==> config.mk <==
export PLATFORM = sky130hd
export DESIGN_NAME = axi4_addr_chan_arb_mux_flat
export DESIGN_NICKNAME = d
export VERILOG_FILES = /design/src/rtl/axi4_addr_chan_arb_mux_if.sv /design/src/rtl/axi4_addr_chan_arb_mux.sv /design/src/flat_wrapper.sv
export SDC_FILE = /design/constraint.sdc
export NUM_CORES = 1
export LEC_CHECK = 0
export CELL_PAD_IN_SITES_DETAIL_PLACEMENT = 2
export CELL_PAD_IN_SITES_GLOBAL_PLACEMENT = 2
export CORE_MARGIN = 2
export CORE_UTILIZATION = 20
export CTS_CLUSTER_SIZE = 28
export DETAILED_ROUTE_END_ITERATION = 6
export GPL_ROUTABILITY_DRIVEN = 0
export GPL_TIMING_DRIVEN = 0
export PLACE_DENSITY = 0.78
export SLEW_MARGIN = 40
export SYNTH_ARGS = -nofsm -noshare
export SYNTH_HDL_FRONTEND = slang
export SYNTH_SLANG_ARGS = --single-unit
==> constraint.sdc <==
create_clock -name sysClk -period 2.8 [get_ports sysClk]
set_clock_uncertainty 0.2 [all_clocks]
set_input_delay 0.28 -clock sysClk [delete_from_list [all_inputs] [get_ports sysClk]]
set_output_delay 0.28 -clock sysClk [all_outputs]
set_load 0.02 [all_outputs]
==> src/rtl/axi4_addr_chan_arb_mux_if.sv <==
`default_nettype none
// ============================================================================
// Module   : axi4_addr_chan_arb_mux_if
// Brief    : Bundle of master address channels, arbiter handshake, slave-side
//            address slice and open-transaction status for one slave port.
// Revision : 1.0  initial release
// ============================================================================
interface axi4_addr_chan_arb_mux_if #(
    parameter int NUM_MASTERS    = 4,
    parameter int MASTER_WIDTH   = 2,
    parameter int ADDR_WIDTH     = 32,
    parameter int ID_WIDTH       = 4,
    parameter int LEN_WIDTH      = 8,
    parameter int OPEN_CNT_WIDTH = 4
);
    logic [NUM_MASTERS-1:0]             mst_valid;
    logic [NUM_MASTERS*ADDR_WIDTH-1:0]  mst_addr;
    logic [NUM_MASTERS*ID_WIDTH-1:0]    mst_id;
    logic [NUM_MASTERS*LEN_WIDTH-1:0]   mst_len;
    logic [NUM_MASTERS-1:0]             mst_ready;

    logic [NUM_MASTERS-1:0]             requestor;
    logic                               arbEnable;
    logic [NUM_MASTERS-1:0]             grant;
    logic [MASTER_WIDTH-1:0]            grantEnc;
    logic                               grantValid;

    logic                               slv_valid;
    logic [ADDR_WIDTH-1:0]              slv_addr;
    logic [ID_WIDTH+MASTER_WIDTH-1:0]   slv_id;
    logic [LEN_WIDTH-1:0]               slv_len;
    logic                               slv_ready;

    logic                               trans_done;
    logic [OPEN_CNT_WIDTH-1:0]          open_cnt;
    logic                               limit_hit;

    // The mux block itself
    modport slave (
        input  mst_valid, mst_addr, mst_id, mst_len,
        input  grant, grantEnc, grantValid,
        input  slv_ready, trans_done,
        output mst_ready, requestor, arbEnable,
        output slv_valid, slv_addr, slv_id, slv_len,
        output open_cnt, limit_hit
    );

    // Masters, arbiter and downstream slave seen as one environment
    modport master (
        output mst_valid, mst_addr, mst_id, mst_len,
        output grant, grantEnc, grantValid,
        output slv_ready, trans_done,
        input  mst_ready, requestor, arbEnable,
        input  slv_valid, slv_addr, slv_id, slv_len,
        input  open_cnt, limit_hit
    );
endinterface
`default_nettype wire

==> src/rtl/axi4_addr_chan_arb_mux.sv <==
`default_nettype none
// ============================================================================
// Module   : axi4_addr_chan_arb_mux
// Brief    : Address-channel front end of a crossbar slave port: arbiter
//            request/grant glue, granted-beat mux, one-entry output slice and
//            open-transaction limiter.
// Revision : 1.0  initial release
// ============================================================================
module axi4_addr_chan_arb_mux #(
    parameter int NUM_MASTERS    = 4,
    parameter int MASTER_WIDTH   = 2,
    parameter int ADDR_WIDTH     = 32,
    parameter int ID_WIDTH       = 4,
    parameter int LEN_WIDTH      = 8,
    parameter int OPEN_TRANS_MAX = 8,
    parameter int OPEN_CNT_WIDTH = 4
) (
    input  wire                       sysClk,
    input  wire                       sysReset,
    axi4_addr_chan_arb_mux_if.slave   bus
);
    localparam int SUM_W = OPEN_CNT_WIDTH + 1;
    localparam logic [SUM_W-1:0] c_open_max = SUM_W'(OPEN_TRANS_MAX);

    logic                              r_run;
    logic                              r_slv_valid;
    logic [ADDR_WIDTH-1:0]             r_slv_addr;
    logic [ID_WIDTH+MASTER_WIDTH-1:0]  r_slv_id;
    logic [LEN_WIDTH-1:0]              r_slv_len;
    logic [OPEN_CNT_WIDTH-1:0]         r_open_cnt;

    logic                              w_slice_free;
    logic [SUM_W-1:0]                  w_pending;
    logic                              w_limit_hit;
    logic                              w_granted_live;
    logic                              w_capture;
    logic                              w_slv_hs;
    logic [ADDR_WIDTH-1:0]             w_sel_addr;
    logic [ID_WIDTH-1:0]               w_sel_id;
    logic [LEN_WIDTH-1:0]              w_sel_len;
    logic [OPEN_CNT_WIDTH-1:0]         w_open_cnt_nxt;

    assign w_slice_free   = ~r_slv_valid | bus.slv_ready;
    // A beat parked in the slice already holds a slot against the limit
    assign w_pending      = {1'b0, r_open_cnt} + SUM_W'(r_slv_valid);
    assign w_limit_hit    = (w_pending >= c_open_max);
    assign w_granted_live = |(bus.grant & bus.mst_valid);
    assign w_slv_hs       = r_slv_valid & bus.slv_ready;

    // r_run keeps the first cycle after reset release free of handshakes
    assign w_capture = r_run & bus.grantValid & w_slice_free & ~w_limit_hit
                     & w_granted_live;

    assign bus.mst_ready = w_capture ? bus.grant : '0;
    assign bus.arbEnable = w_capture;
    assign bus.requestor = bus.mst_valid & {NUM_MASTERS{~w_limit_hit}};
    assign bus.limit_hit = w_limit_hit;
    assign bus.slv_valid = r_slv_valid;
    assign bus.slv_addr  = r_slv_addr;
    assign bus.slv_id    = r_slv_id;
    assign bus.slv_len   = r_slv_len;
    assign bus.open_cnt  = r_open_cnt;

    always_comb begin
        w_sel_addr = '0;
        w_sel_id   = '0;
        w_sel_len  = '0;
        for (int m = 0; m < NUM_MASTERS; m++) begin
            if (bus.grantEnc == MASTER_WIDTH'(m)) begin
                w_sel_addr = bus.mst_addr[m*ADDR_WIDTH +: ADDR_WIDTH];
                w_sel_id   = bus.mst_id[m*ID_WIDTH +: ID_WIDTH];
                w_sel_len  = bus.mst_len[m*LEN_WIDTH +: LEN_WIDTH];
            end
        end
    end

    always_comb begin
        w_open_cnt_nxt = r_open_cnt;
        if (w_slv_hs && !bus.trans_done) begin
            w_open_cnt_nxt = r_open_cnt + OPEN_CNT_WIDTH'(1);
        end else if (!w_slv_hs && bus.trans_done && (r_open_cnt != '0)) begin
            w_open_cnt_nxt = r_open_cnt - OPEN_CNT_WIDTH'(1);
        end
    end

    always_ff @(posedge sysClk or posedge sysReset) begin
        if (sysReset) begin
            r_run <= 1'b0;
        end else begin
            r_run <= 1'b1;
        end
    end

    always_ff @(posedge sysClk or posedge sysReset) begin
        if (sysReset) begin
            r_slv_valid <= 1'b0;
            r_slv_addr  <= '0;
            r_slv_id    <= '0;
            r_slv_len   <= '0;
        end else if (w_capture) begin
            r_slv_valid <= 1'b1;
            r_slv_addr  <= w_sel_addr;
            r_slv_id    <= {bus.grantEnc, w_sel_id};
            r_slv_len   <= w_sel_len;
        end else if (w_slv_hs) begin
            r_slv_valid <= 1'b0;
        end
    end

    always_ff @(posedge sysClk or posedge sysReset) begin
        if (sysReset) begin
            r_open_cnt <= '0;
        end else begin
            r_open_cnt <= w_open_cnt_nxt;
        end
    end
endmodule
`default_nettype wire

==> src/flat_wrapper.sv <==
// flat-port wrapper written by rule: the top's interface ports become plain ports
module axi4_addr_chan_arb_mux_flat 
#(
    parameter int NUM_MASTERS    = 4,
    parameter int MASTER_WIDTH   = 2,
    parameter int ADDR_WIDTH     = 32,
    parameter int ID_WIDTH       = 4,
    parameter int LEN_WIDTH      = 8,
    parameter int OPEN_TRANS_MAX = 8,
    parameter int OPEN_CNT_WIDTH = 4
)
  (sysClk, sysReset, bus_mst_valid, bus_mst_addr, bus_mst_id, bus_mst_len, bus_grant, bus_grantEnc, bus_grantValid, bus_slv_ready, bus_trans_done, bus_mst_ready, bus_requestor, bus_arbEnable, bus_slv_valid, bus_slv_addr, bus_slv_id, bus_slv_len, bus_open_cnt, bus_limit_hit);
  axi4_addr_chan_arb_mux_if #(.NUM_MASTERS(NUM_MASTERS), .MASTER_WIDTH(MASTER_WIDTH), .ADDR_WIDTH(ADDR_WIDTH), .ID_WIDTH(ID_WIDTH), .LEN_WIDTH(LEN_WIDTH), .OPEN_CNT_WIDTH(OPEN_CNT_WIDTH)) bus_i ();
  input  wire sysClk;
  input  wire sysReset;
  input wire logic [$bits(bus_i.mst_valid)-1:0] bus_mst_valid;
  input wire logic [$bits(bus_i.mst_addr)-1:0] bus_mst_addr;
  input wire logic [$bits(bus_i.mst_id)-1:0] bus_mst_id;
  input wire logic [$bits(bus_i.mst_len)-1:0] bus_mst_len;
  input wire logic [$bits(bus_i.grant)-1:0] bus_grant;
  input wire logic [$bits(bus_i.grantEnc)-1:0] bus_grantEnc;
  input wire logic [$bits(bus_i.grantValid)-1:0] bus_grantValid;
  input wire logic [$bits(bus_i.slv_ready)-1:0] bus_slv_ready;
  input wire logic [$bits(bus_i.trans_done)-1:0] bus_trans_done;
  output wire logic [$bits(bus_i.mst_ready)-1:0] bus_mst_ready;
  output wire logic [$bits(bus_i.requestor)-1:0] bus_requestor;
  output wire logic [$bits(bus_i.arbEnable)-1:0] bus_arbEnable;
  output wire logic [$bits(bus_i.slv_valid)-1:0] bus_slv_valid;
  output wire logic [$bits(bus_i.slv_addr)-1:0] bus_slv_addr;
  output wire logic [$bits(bus_i.slv_id)-1:0] bus_slv_id;
  output wire logic [$bits(bus_i.slv_len)-1:0] bus_slv_len;
  output wire logic [$bits(bus_i.open_cnt)-1:0] bus_open_cnt;
  output wire logic [$bits(bus_i.limit_hit)-1:0] bus_limit_hit;
  assign bus_i.mst_valid = bus_mst_valid;
  assign bus_i.mst_addr = bus_mst_addr;
  assign bus_i.mst_id = bus_mst_id;
  assign bus_i.mst_len = bus_mst_len;
  assign bus_i.grant = bus_grant;
  assign bus_i.grantEnc = bus_grantEnc;
  assign bus_i.grantValid = bus_grantValid;
  assign bus_i.slv_ready = bus_slv_ready;
  assign bus_i.trans_done = bus_trans_done;
  assign bus_mst_ready = bus_i.mst_ready;
  assign bus_requestor = bus_i.requestor;
  assign bus_arbEnable = bus_i.arbEnable;
  assign bus_slv_valid = bus_i.slv_valid;
  assign bus_slv_addr = bus_i.slv_addr;
  assign bus_slv_id = bus_i.slv_id;
  assign bus_slv_len = bus_i.slv_len;
  assign bus_open_cnt = bus_i.open_cnt;
  assign bus_limit_hit = bus_i.limit_hit;
  axi4_addr_chan_arb_mux #(.NUM_MASTERS(NUM_MASTERS), .MASTER_WIDTH(MASTER_WIDTH), .ADDR_WIDTH(ADDR_WIDTH), .ID_WIDTH(ID_WIDTH), .LEN_WIDTH(LEN_WIDTH), .OPEN_TRANS_MAX(OPEN_TRANS_MAX), .OPEN_CNT_WIDTH(OPEN_CNT_WIDTH)) u_core (.sysClk(sysClk), .sysReset(sysReset), .bus(bus_i));
endmodule
==> results_tabular.tex, run 1 <==
\begin{tabular}{lr}
\hline
Metric & Value \\
\hline
\multicolumn{2}{l}{\textbf{STA}} \\
\quad Period utilisation layout & 0.976 \\
\quad Worst Tran Pin Value & 0.755 ns \\
\quad \# setup viols final & 0 \\
\quad Max Clock Freq & around 0.37 GHz \\
\quad Final critical-path required period & 2.73 ns \\
\quad Unrepaired setup endpoints after global routing & no \\
\quad Final hold violations & 0 \\
\quad Max-slew headroom at the worst pin & 0.497 \\
\quad Count of pins over their slew limit & 0 \\
\multicolumn{2}{l}{\textbf{Global route}} \\
\quad Initial antenna violation count & 0 \\
\quad Global router's overall resource usage & 0.159 \\
\quad GR Overflow Total & 0 \\
\quad Pin count of the biggest net entering global routing & 28 \\
\quad Via count of the first global-routing pass & 3638 \\
\quad Wire length of the first global-routing pass & 20900 um \\
\multicolumn{2}{l}{\textbf{Detailed routing}} \\
\quad Number of vias after detailed routing & around 2900 \\
\quad Wire length reported by the detailed router & between 10000 and 15000 um \\
\quad DRC & 0 \\
\quad Via density & 4.32 \\
\quad Pre-Repair DR Iteration Count & 4 \\
\quad Detail Route Antenna Nets & 0 \\
\quad Detail-routed net length per standard cell & 19.9 um \\
\quad 1st-iter DRT viols & 86 \\
\multicolumn{2}{l}{\textbf{Cells and area}} \\
\quad Number of antenna repair diodes & 0 \\
\quad Commonest cells after routing, fill and taps aside & clkdlybuf4s50\_1 (239), dfrtp\_1 (51), mux4\_2 (44) \\
\quad Most frequent standard cell in the layout excluding fill and tap cells & clkdlybuf4s50\_1 \\
\quad Post-layout utilization of the core & 0.392 \\
\quad Post-Layout Cell Count & 678 \\
\quad Layout net count & 657 \\
\quad Layout overhead on the synthesized area & 90.6\% \\
\quad Ratio of cells with drive above 1 in the final layout & 0.277 \\
\multicolumn{2}{l}{\textbf{Yosys}} \\
\quad Number of enable-type register cells in the synthesized netlist & 0 \\
\quad Number of library cell types mapped by synthesis & 30 \\
\quad Cells after Synth & 198 \\
\quad Share of synthesized area occupied by flip-flops and latches & 0.395 \\
\quad Syn avg cell area & 16.6 sq um \\
\quad Yosys reg bits & 52 \\
\quad Share of flip-flops with an asynchronous set or reset after synthesis & 1.00 \\
\quad Top FF cell, synth & dfrtp\_1 \\
\quad Total standard cell area after synthesis & roughly 3300 sq um \\
\quad Number of warning messages in the yosys log & 0 \\
\quad Syn\_nets & 394 \\
\multicolumn{2}{l}{\textbf{Critical path}} \\
\quad Startpoint kind of the worst setup timing path & register \\
\quad Largest stage delay, worst path & 0.44 ns \\
\quad Required time at the endpoint of the critical path & 2.32 ns \\
\quad Count of buffering cells on the critical path with inverters included & 3 \\
\quad Cell with the largest stage delay on the worst path & dfrtp\_2 \\
\quad Kind of critical path & register to primary output \\
\quad Crit path cell chain & ha\_2 -> ha\_1 -> nand2b\_1 -> mux2i\_4 -> buf\_4 -> buf\_4 -> and3\_1 -> clkdlybuf4s15\_1 \\
\quad Critical path data arrival time & 2.25 ns \\
\quad Max FO, Critical Path & 9 \\
\quad CP top delay family & buffers and inverters \\
\quad Category of the worst setup path capture point & primary output \\
\quad Most frequent cell on the critical path & buf\_4 \\
\multicolumn{2}{l}{\textbf{Pwr}} \\
\quad Total power & around 4.7 mW \\
\quad Worst ir drop on vdd & 273 uV \\
\quad Areal power density over the cells & 748 nW/um\^{}2 \\
\quad Static leakage & 2.52 nW \\
\multicolumn{2}{l}{\textbf{Floorplanning}} \\
\quad Number of cell rows & 46 \\
\quad Width of the chip & 132 um \\
\quad Height of the die & 132 um \\
\quad Area of the die & 17500 sq um \\
\quad Core Region & $\sim$16000 sq um \\
\quad Starting utilization of the core area & 0.206 \\
\quad Top-Level Pins & 252 \\
\multicolumn{2}{l}{\textbf{CTS}} \\
\quad Sinks on Clock Net & 52 \\
\quad Clock transition at the register clock pins on the worst setup and hold paths after CTS & 0.07 ns \\
\quad Clk Latency, worst-skew pair & 0.30 ns \\
\quad Root cell of the clock tree & clkbuf\_16 \\
\quad Clock tree from TritonCTS & built \\
\quad Hold-fix buffer count after cts & 0 \\
\quad Number of buffers created by CTS & 5 \\
\quad Number of buffers between clock root and the deepest sink & 2 \\
\quad Number of levels the H-tree was split into & 2 \\
\multicolumn{2}{l}{\textbf{Place}} \\
\quad Half-perimeter wire length after detailed placement & 11400 um \\
\quad Number of I/O port buffers & 249 \\
\quad Number of cells after detailed placement & 664 \\
\multicolumn{2}{l}{\textbf{Hold path}} \\
\quad Type of the worst min-delay path & primary input to async pin \\
\multicolumn{2}{l}{\textbf{Outcome}} \\
\quad Run status & finished, final reports clean \\
\multicolumn{2}{l}{\textbf{Flow run}} \\
\quad Max cap viols & 0 \\
\hline
\end{tabular}
[worst paths after layout]
path                            cells past startpoint                                   to                           startpoint  slack, ns
worst min-delay path                                2     u_core.bus.slv_id[3]$_DFFE_PP0P_                             sysReset       0.12
max in group asynchronous                           3  u_core.bus.slv_addr[26]$_DFFE_PP0P_                             sysReset       1.80
worst max register to register                      8  u_core.bus.slv_addr[10]$_DFFE_PP0P_   u_core.bus.open_cnt[0]$_DFFE_PP0P_       0.52
min in group sysClk                                 1  u_core.bus.slv_addr[26]$_DFFE_PP0P_  u_core.bus.slv_addr[26]$_DFFE_PP0P_       0.30
worst max-delay path                                8                     bus_mst_ready[2]   u_core.bus.open_cnt[0]$_DFFE_PP0P_       0.07
worst min register to register                      1  u_core.bus.slv_addr[26]$_DFFE_PP0P_  u_core.bus.slv_addr[26]$_DFFE_PP0P_       0.30
[logic make-up after synthesis]
family                   after synthesis  synth area share
AO/OA/AOI/OAI                          6            0.0152
XOR/XNOR                               3           0.00798
adder cells (fa/ha/maj)                5            0.0213
buffers and inverters                 18            0.0312
flip-flops                            52             0.395
multiplexers                          93             0.492
other                                  1           0.00114
AND/OR/NAND/NOR                       20            0.0361
[registers in the layout, indices dropped and copies added, names as in the netlist]
register	cells
u_core.bus.slv_valid	1
u_core.bus.slv_len	8
u_core.bus.slv_id	6
u_core.bus.open_cnt	4
u_core.r_run	1
u_core.bus.slv_addr	32
[repair_timing]
item                       CTS  global route
setup endpoints to repair   10             1
setup buffers                1             5
cloned                       0             0
resized for setup           14            13
[metrics by stage]
step / area, sq um / setup slack [ns] / hold WS (ns) / setup TNS [ns]
after floorplan: 3290 / 0.473 / 0.288 / 0
after global placement: 6060 / -0.175 / 0.289 / -8.93
after detailed placement: 6080 / -0.263 / 0.294 / -0.263
after CTS: 6240 / -0.0547 / 0.127 / -0.0547
after global routing: 6280 / 0.00767 / 0.160 / 0
final: 6280 / 0.0685 / 0.120 / 0
[worst register-to-register path, delay by kind of cell (launching register included)]
kind | cells | cell delay [ns]
flops | 1 | 0.44
simple gates | 2 | 0.28
buf+inv | 2 | 0.34
mux | 2 | 0.53
fa+ha+maj | 2 | 0.39
[cells in the mapped netlist (3+ instances only)]
master,count,share of area
and2_1,4,0.0076
mux2_2,29,0.099
inv_1,3,0.0034
xor2_1,3,0.0080
mux2_4,18,0.082
nand2_1,4,0.0046
buf_2,7,0.011
ha_1,4,0.015
dfrtp_1,52,0.40
clkbuf_1,4,0.0046
buf_6,3,0.010
mux4_2,44,0.30
and3_1,4,0.0076
[report_power, final]
part	leakage, nW	internal (mW)	switching, mW
combinational	1.82	1.50	1.12
clock	0.0808	0.421	0.286
sequential	0.619	1.13	0.243
[layer usage]
layer,GRT usage,part of all wire
met4,0.0532,0.017
met2,0.304,0.55
met1,0.159,0.34
met5,0,0
met3,0.0534,0.090
[cell type report]
cell class / count / area (sq um)
Sequential cell: 52 / 1300
Clock inverter: 2 / 35.0
Timing Repair Buffer: 256 / 2530
Inverter: 3 / 13.8
Tap cell: 216 / 270
Multi-Input combinational cell: 128 / 1900
Clock buffer: 6 / 129
Buffer: 15 / 95.1
Fill cell: 1674 / 9720
No activity file was read; power rests on OpenSTA's default activity.
==> inputs of run 2 (changes only) <==
REMOVE_ABC_BUFFERS = 1   (was unset)
==> results_tabular.tex, run 2 (synthesized netlist as in run 1, its figures left out) <==
\begin{tabular}{lr}
\hline
Metric & Value \\
\hline
\multicolumn{2}{l}{\textbf{Outcome}} \\
\quad Run status & finished, final reports clean \\
\multicolumn{2}{l}{\textbf{Detailed routing}} \\
\quad Number of vias after detailed routing & 2961 \\
\quad Wire length reported by the detailed router & 13500 um \\
\quad Detail Route Antenna Nets & 0 \\
\quad Via density & 4.43 \\
\quad Detail-routed net length per standard cell & 20.2 um \\
\quad 1st-iter DRT viols & 60 \\
\quad DRC & 0 \\
\quad Pre-Repair DR Iteration Count & 4 \\
\multicolumn{2}{l}{\textbf{Cells and area}} \\
\quad Post-Layout Cell Count & 668 \\
\quad Commonest cells after routing, fill and taps aside & clkdlybuf4s50\_1 (239), dfrtp\_1 (51), mux4\_2 (44) \\
\quad Number of fill cells & 1631 \\
\quad Most frequent standard cell in the layout excluding fill and tap cells & clkdlybuf4s50\_1 \\
\quad Max FFs per register & 32 \\
\quad Multi-input gate area in the final layout & 1920 sq um \\
\quad Final design instance area without fill & about 6200 sq um \\
\quad Layout overhead on the synthesized area & 89.6\% \\
\quad Ratio of cells with drive above 1 in the final layout & 0.266 \\
\quad Flip-flop and latch area & 1300 sq um \\
\quad Layout net count & 646 \\
\multicolumn{2}{l}{\textbf{CTS}} \\
\quad Clock tree from TritonCTS & built \\
\quad Hold-fix buffer count after cts & 0 \\
\quad Sinks on Clock Net & 52 \\
\quad Root cell of the clock tree & clkbuf\_16 \\
\quad Number of levels the H-tree was split into & 2 \\
\quad Number of buffers between clock root and the deepest sink & 2 \\
\quad Clk Latency, worst-skew pair & 0.30 ns \\
\quad Clock transition at the register clock pins on the worst setup and hold paths after CTS & 0.07 ns \\
\quad Number of buffers created by CTS & 5 \\
\multicolumn{2}{l}{\textbf{Pwr}} \\
\quad Areal power density over the cells & 743 nW/um\^{}2 \\
\quad Static leakage & 2.50 nW \\
\quad Worst ir drop on vdd & between 200 and 300 uV \\
\quad Total power & around 4.6 mW \\
\multicolumn{2}{l}{\textbf{Floorplanning}} \\
\quad Top-Level Pins & 252 \\
\quad Area of the die & 17500 sq um \\
\quad Width of the chip & 132 um \\
\quad Core Region & 16000 sq um \\
\quad Height of the die & 132 um \\
\quad Starting utilization of the core area & 0.206 \\
\quad Number of cell rows & 46 \\
\multicolumn{2}{l}{\textbf{STA}} \\
\quad Unrepaired setup endpoints after global routing & no \\
\quad Max-slew headroom at the worst pin & 0.599 \\
\quad Final hold violations & 0 \\
\quad Worst Tran Pin Value & 0.600 ns \\
\quad Crit path setup slack, layout & 0.116 ns \\
\quad Max Clock Freq & 0.373 GHz \\
\quad \# setup viols final & 0 \\
\quad Count of pins over their slew limit & 0 \\
\quad Total negative setup slack & 0 ns \\
\quad Period utilisation layout & 0.959 \\
\quad Final critical-path required period & 2.68 ns \\
\multicolumn{2}{l}{\textbf{Global route}} \\
\quad Via count of the first global-routing pass & 3553 \\
\quad Initial antenna violation count & 1 \\
\quad Pin count of the biggest net entering global routing & 31 \\
\quad GR Overflow Total & 0 \\
\quad Global router's overall resource usage & 0.158 \\
\quad Wire length of the first global-routing pass & 20900 um \\
\multicolumn{2}{l}{\textbf{Hold path}} \\
\quad Type of the worst min-delay path & primary input to async pin \\
\multicolumn{2}{l}{\textbf{Place}} \\
\quad Total cell area at the placement stage & 6050 sq um \\
\quad Number of I/O port buffers & roughly 250 \\
\quad Half-perimeter wire length after detailed placement & around 11000 um \\
\quad Post-placement worst setup slack & -0.435 ns \\
\quad Number of cells after detailed placement & $\sim$650 \\
\multicolumn{2}{l}{\textbf{Flow run}} \\
\quad Max cap viols & 0 \\
\multicolumn{2}{l}{\textbf{Critical path}} \\
\quad Max FO, Critical Path & 6 \\
\quad Kind of critical path & register to primary output \\
\quad Required time at the endpoint of the critical path & 2.32 ns \\
\quad Category of the worst setup path capture point & primary output \\
\quad Critical path data arrival time & about 2.2 ns \\
\quad Startpoint kind of the worst setup timing path & register \\
\hline
\end{tabular}
[run 2: what timing repair did]
item                                    4_1_cts  5_1_grt
pin swaps                                     0        0
endpoints found under the setup margin       10        7
cloned                                        1        0
setup buffers                                 2        3
gates resized for setup                      16        7
[run 2: worst paths after layout]
kind,startpoint,to,slack [ns],cells after the start
min reg2reg,u_core.bus.slv_addr[26]$_DFFE_PP0P_,u_core.bus.slv_addr[26]$_DFFE_PP0P_,0.31,1
max reg2reg,u_core.bus.open_cnt[0]$_DFFE_PP0P_,u_core.bus.slv_addr[28]$_DFFE_PP0P_,0.34,8
max,u_core.bus.open_cnt[0]$_DFFE_PP0P_,bus_limit_hit,0.12,8
min,sysReset,u_core.bus.slv_addr[1]$_DFFE_PP0P_,0.10,2
max in group asynchronous,sysReset,u_core.bus.open_cnt[0]$_DFFE_PP0P_,1.81,3
min in group sysClk,u_core.bus.slv_addr[26]$_DFFE_PP0P_,u_core.bus.slv_addr[26]$_DFFE_PP0P_,0.31,1
[run 2: critical path, stage by stage (launching register included)]
cell	delay [ns]
dfrtp_2	0.44
ha_1	0.23
ha_1	0.17
nand2b_1	0.16
mux2i_4	0.19
buf_12	0.15
buf_4	0.17
inv_1	0.06
dlygate4sd2_1	0.33
[run 2: through the flow]
| stage | utilization | hold slack [ns] |
|---|---|---|
| floorplan | - | 0.229 |
| global placement | 0.374 | 0.287 |
| detailed placement | 0.378 | 0.296 |
| CTS | 0.390 | 0.107 |
| global route | 0.390 | 0.137 |
| finish | 0.390 | 0.105 |
[run 2: routing by layer]
layer  share of wire  vias up  track usage
li1                -     1292            -
met1            0.35     1490        0.164
met2            0.55      168        0.303
met3           0.083       11       0.0542
met4           0.014        0       0.0406
met5               0        -            0
[run 2: final cells by class]
class | count | area share
multi-input cells | 129 | 0.308
inverters | 3 | 0.00220
clock buffers | 7 | 0.0212
clock inverters | 1 | 0.00140
well taps | 216 | 0.0433
diodes | 1 | 0.000401
repair buffers | 259 | 0.415
flip-flops and latches | 52 | 0.209
[run 2: report_power, final]
| part | switching, mW | internal (mW) |
|---|---|---|
| logic | 1.16 | 1.50 |
| registers | 0.251 | 1.13 |
| clock network | 0.276 | 0.334 |
